==> src/rtl/serial_sub_32bit.sv <==
// Digit-serial 32-bit subtractor: diff = a - b - bin, DIGIT_W bits per cycle, start/done handshake.
// Define SUB_OVF_EN to enable the signed overflow flag; otherwise ovf is tied to 0.
module serial_sub_32bit #(
  parameter int unsigned DIGIT_W = 4
) (
  input  logic        clk,
  input  logic        rst,
  input  logic        start,
  input  logic [31:0] a,
  input  logic [31:0] b,
  input  logic        bin,
  output logic        busy,
  output logic        done,
  output logic [31:0] diff,
  output logic        bout,
  output logic        ovf
);

  localparam int unsigned NumDigits = 32 / DIGIT_W;

  if (DIGIT_W < 1 || DIGIT_W > 32 || (32 % DIGIT_W) != 0) begin : g_bad_digit_w
    $error("serial_sub_32bit: DIGIT_W must be one of 1, 2, 4, 8, 16, 32");
  end

  typedef enum logic [1:0] {StIdle, StRun, StDone} state_e;

  state_e        state_q, state_d;
  logic [31:0]   a_sh_q, a_sh_d;
  logic [31:0]   b_sh_q, b_sh_d;
  logic [31:0]   diff_sh_q, diff_sh_d;
  logic          borrow_q, borrow_d;
  logic [5:0]    cnt_q, cnt_d;
  logic          busy_q, busy_d;
  logic          done_q, done_d;
  logic [31:0]   diff_q, diff_d;
  logic          bout_q, bout_d;

  logic [DIGIT_W-1:0]  a_dig, b_dig;
  logic [DIGIT_W:0]    dig_res;
  logic [31+DIGIT_W:0] diff_cat;
  logic                last_dig;

  assign a_dig = a_sh_q[DIGIT_W-1:0];
  assign b_dig = b_sh_q[DIGIT_W-1:0];
  // The extra MSB of the widened difference is the borrow out of this digit.
  assign dig_res = {1'b0, a_dig} - {1'b0, b_dig} - {{DIGIT_W{1'b0}}, borrow_q};
  assign diff_cat = {dig_res[DIGIT_W-1:0], diff_sh_q};
  assign last_dig = (cnt_q == 6'(NumDigits - 1));

`ifdef SUB_OVF_EN
  logic a_sign_q, a_sign_d;
  logic b_sign_q, b_sign_d;
  logic ovf_q, ovf_d;
`endif

  always_comb begin
    state_d   = state_q;
    a_sh_d    = a_sh_q;
    b_sh_d    = b_sh_q;
    diff_sh_d = diff_sh_q;
    borrow_d  = borrow_q;
    cnt_d     = cnt_q;
    busy_d    = busy_q;
    done_d    = 1'b0;
    diff_d    = diff_q;
    bout_d    = bout_q;
`ifdef SUB_OVF_EN
    a_sign_d  = a_sign_q;
    b_sign_d  = b_sign_q;
    ovf_d     = ovf_q;
`endif
    unique case (state_q)
      StIdle: begin
        if (start) begin
          state_d  = StRun;
          a_sh_d   = a;
          b_sh_d   = b;
          borrow_d = bin;
          cnt_d    = '0;
          busy_d   = 1'b1;
`ifdef SUB_OVF_EN
          a_sign_d = a[31];
          b_sign_d = b[31];
`endif
        end
      end
      StRun: begin
        a_sh_d    = a_sh_q >> DIGIT_W;
        b_sh_d    = b_sh_q >> DIGIT_W;
        diff_sh_d = diff_cat[31+DIGIT_W:DIGIT_W];
        borrow_d  = dig_res[DIGIT_W];
        cnt_d     = cnt_q + 6'd1;
        if (last_dig) begin
          state_d = StDone;
          done_d  = 1'b1;
          diff_d  = diff_sh_d;
          bout_d  = borrow_d;
`ifdef SUB_OVF_EN
          ovf_d   = (a_sign_q != b_sign_q) && (diff_sh_d[31] != a_sign_q);
`endif
        end
      end
      StDone: begin
        state_d = StIdle;
        busy_d  = 1'b0;
      end
      default: begin
        state_d = StIdle;
        busy_d  = 1'b0;
      end
    endcase
  end

  always_ff @(posedge clk or posedge rst) begin
    if (rst) begin
      state_q   <= StIdle;
      a_sh_q    <= '0;
      b_sh_q    <= '0;
      diff_sh_q <= '0;
      borrow_q  <= 1'b0;
      cnt_q     <= '0;
      busy_q    <= 1'b0;
      done_q    <= 1'b0;
      diff_q    <= '0;
      bout_q    <= 1'b0;
    end else begin
      state_q   <= state_d;
      a_sh_q    <= a_sh_d;
      b_sh_q    <= b_sh_d;
      diff_sh_q <= diff_sh_d;
      borrow_q  <= borrow_d;
      cnt_q     <= cnt_d;
      busy_q    <= busy_d;
      done_q    <= done_d;
      diff_q    <= diff_d;
      bout_q    <= bout_d;
    end
  end

`ifdef SUB_OVF_EN
  always_ff @(posedge clk or posedge rst) begin
    if (rst) begin
      a_sign_q <= 1'b0;
      b_sign_q <= 1'b0;
      ovf_q    <= 1'b0;
    end else begin
      a_sign_q <= a_sign_d;
      b_sign_q <= b_sign_d;
      ovf_q    <= ovf_d;
    end
  end

  assign ovf = ovf_q;
`else
  assign ovf = 1'b0;
`endif

  assign busy = busy_q;
  assign done = done_q;
  assign diff = diff_q;
  assign bout = bout_q;

endmodule
==> config.mk <==
export PLATFORM = sky130hd
export DESIGN_NAME = serial_sub_32bit
export DESIGN_NICKNAME = d
export VERILOG_FILES = /design/src/rtl/serial_sub_32bit.sv
export SDC_FILE = /design/constraint.sdc
export NUM_CORES = 1
export LEC_CHECK = 0
export CAP_MARGIN = 20
export CORE_ASPECT_RATIO = 0.6
export CORE_UTILIZATION = 35
export CTS_CLUSTER_SIZE = 30
export DETAILED_ROUTE_END_ITERATION = 10
export SLEW_MARGIN = 10
export SYNTH_ARGS = -nofsm -noshare
export SYNTH_HDL_FRONTEND = slang
export SYNTH_SLANG_ARGS = --single-unit
==> constraint.sdc <==
create_clock -name clk -period 5.37 [get_ports clk]
set_input_delay 1.074 -clock clk [delete_from_list [all_inputs] [get_ports clk]]
set_output_delay 1.074 -clock clk [all_outputs]
set_load 0.1 [all_outputs]
==> impl_metrics.ini <==
[outcome]
status = complete, no violations

[clocking]
cts.sink_count = 136
cts_tree = built
cts_max_path_buffers = 2
cts_root_buffer = clkbuf_16
post_cts_resized = 0
path_clk_slew_ns = 0.06
cts_buffers = 17
clkLatencyLatePin_ns = 0.41
h-tree-depth = 4
holdBufCountCts = 0
post_cts_buffers = 0

[finish]
final_common_cell = dfrtp_1
nets = 763
regArea_um2 = 3406
final_cell_mix = dfrtp_1, clkdlybuf4s50_1, nand2_1
antennaDiodeCount = 0
fillers = 1603
multi_input_area_um2 = 2529
syn_to_final_growth_pct = 29.49
drive_above_1_share = 0.09728

[synthesis]
ys_types = 34
synth_area_um2 = 6165
synth-simple-area-share = 0.1333
syn_area_per_cell_um2 = 10.26
ys_ff_latch = 136
synth_top_family_by_area = compound AO/OA/AOI/OAI gates
yosysSeqAreaShare = 0.5521
synth_compound_area_frac = 0.1892
synth-xor-area-share = 0.005683
synth_mux_area_frac = 0.05825
ys_warn_count = 0
synth_cells = 601
syn-num-nets = 678
synth_fa_ha_area_frac = 0.02070

[setup_path]
cp_top_family = buffers and inverters
startpoint_type = flop
rrSetupSlack_ns = 2.64
worstPathArrival_ns = 1.97
criticalPathCategory = reg2out
critPathRequiredTime_ns = 4.30
cpMaxStageDelayCell = clkdlybuf4s50_1
cpPeakStageDelay_ns = 1.16
crit_path_end_kind = primary output
path_cells = clkdlybuf4s50_1
cp_max_fo = 2
critPathBufInv = 1

[power]
vdd_drop_max_v = 0.0004572
leakage_uw = 0.003410
pwr_density_cell_nw_per_um2 = 679.0
total_power_uw = 5420

[sta]
drv_slew = 0
worst_pin_slew_ns = 1.036
setup_tns_ns = 0
period_share = 0.5660
finalHoldViolCount = 0
whs_ns = 0.4730
fmaxAchievable_ghz = 0.3290
finClkSkew_ns = 0.008223
slew_headroom = 0.3079
rsz0062_at_grt = false
fin_crit_ns = 3.040
setup_viol = 0

[grt]
met2_usage = 0.2573
antenna_found_initial = 0
met1_usage = 0.2433
grt_max_degree = 114
grt_busiest_layer = met2
track_usage = 0.1707
use_met3 = 0.04221
grt_pass1_vias = 4726
gr-total-overflow = 0
grt_pass1_wl_um = 24530

[floorplanning]
die_area_um2 = 18170
ios = 104
start_util = 0.3589
dieWidth_um = 173.3
core-area_um2 = 17180
num_rows = 37
die_h_um = 104.8

[route]
avgRoutedWirePerCell_um = 16.04
via_per_inst = 5.116
wl_um = 14970
vias = 4773
antenna_left = 0
drtIter0Drc = 538
dr.pass1.iters = 5
drcViolationCount = 0

[min_path]
min_path_type = reg2reg

[placement]
dp_hpwl_um = 9426
routabilityCongestion = 0.7518
io_buffers = 102

[flow_run]
maxCapViolations = 0
## cell usage after synthesis (all sizes together)
master     n  share of area
or3        1         0.0018
nor2       5         0.0030
clkbuf    30          0.018
a21oi     60          0.049
a2bb2oi    5         0.0071
ha         7          0.014
conb       1        0.00061
a221o      1         0.0016
nor2b     58          0.059
o21bai     1         0.0012
inv       11         0.0067
dfrtp    136           0.55
nor3       2         0.0035
a22o       5         0.0071
and3       1         0.0010
xnor2      3         0.0043
o21ai     71          0.058
xor2       1         0.0014
and3b      2         0.0028
nand3b     1         0.0012
a22oi     54          0.066
fa         2         0.0065
nand4      2         0.0020
nand3      3         0.0024
buf       15          0.015
mux2      31          0.057
nand2     88          0.054
mux2i      1         0.0016
nand2b     3         0.0030
## metrics by stage
step | std cells | setup slack (ns) | util | cell area (µm²)
CTS | 932 | 2.331 | 0.4632 | 7955
detailed placement | 900 | 2.106 | 0.4279 | 7350
finish | 933 | 2.330 | 0.4648 | 7983
global placement | 900 | 2.196 | 0.4279 | 7350
floorplan | 601 | 0.6565 | - | 6165
global route | 933 | 2.293 | 0.4648 | 7983
## report_power, final
part           total [µW]  leakage [µW]  internal (µW)  switching (µW)
clock                1180      0.000298            728             453
combinational        2470       0.00141            778            1700
sequential           1770       0.00170           1460             302
total                5420       0.00341           2970            2450
## sequential cells by signal, indices dropped and copies added, names as in the netlist
| register | count |
|---|---|
| cnt_q | 6 |
| b_sh_q | 32 |
| done | 1 |
| diff_sh_q | 28 |
| a_sh_q | 32 |
| borrow_q | 1 |
| bout | 1 |
| diff | 32 |
| busy | 1 |
| state_q | 2 |
## path summary, 6_finish.rpt
kind	cells past startpoint	end	startpoint
min in group asynchronous	2	diff[23]$_DFFE_PP0P_	rst
setup reg to reg	5	b_sh_q[24]$_DFFE_PP0P_	state_q[0]$_DFFE_PP0P_
max in group asynchronous	4	b_sh_q[0]$_DFFE_PP0P_	rst
hold / removal	2	diff_sh_q[5]$_DFFE_PP0P_	diff_sh_q[5]$_DFFE_PP0P_
setup / recovery	1	busy	busy$_DFFE_PP0P_
hold reg to reg	2	diff_sh_q[5]$_DFFE_PP0P_	diff_sh_q[5]$_DFFE_PP0P_
## cells by family (layout without fill, tap and decap cells)
| group | after synthesis | count (layout) |
|---|---|---|
| xor gates and xnor gates | 4 | 4 |
| adders and majority gates | 9 | 9 |
| AOI/OAI and AO/OA | 197 | 197 |
| buffers and inverters | 56 | 154 |
| muxes | 32 | 32 |
| other | 1 | 1 |
| and+or+nand+nor | 166 | 166 |
| DFF | 136 | 136 |
## per-layer routing
layer | wire [µm] | share of wire
met5 | 0 | 0
met1 | 7211 | 0.48
met3 | 879 | 0.059
met2 | 6748 | 0.45
met4 | 127 | 0.0085
## area by class of cell
| type | count | area share |
|---|---|---|
| inverters | 11 | 0.005799 |
| repair buffers | 111 | 0.1382 |
| multi-input cells | 409 | 0.3168 |
| flip-flops and latches | 136 | 0.4266 |
| clock buffers | 20 | 0.05846 |
| well taps | 234 | 0.03668 |
| clock inverters | 12 | 0.01740 |
(Power assumes the default switching activity.)
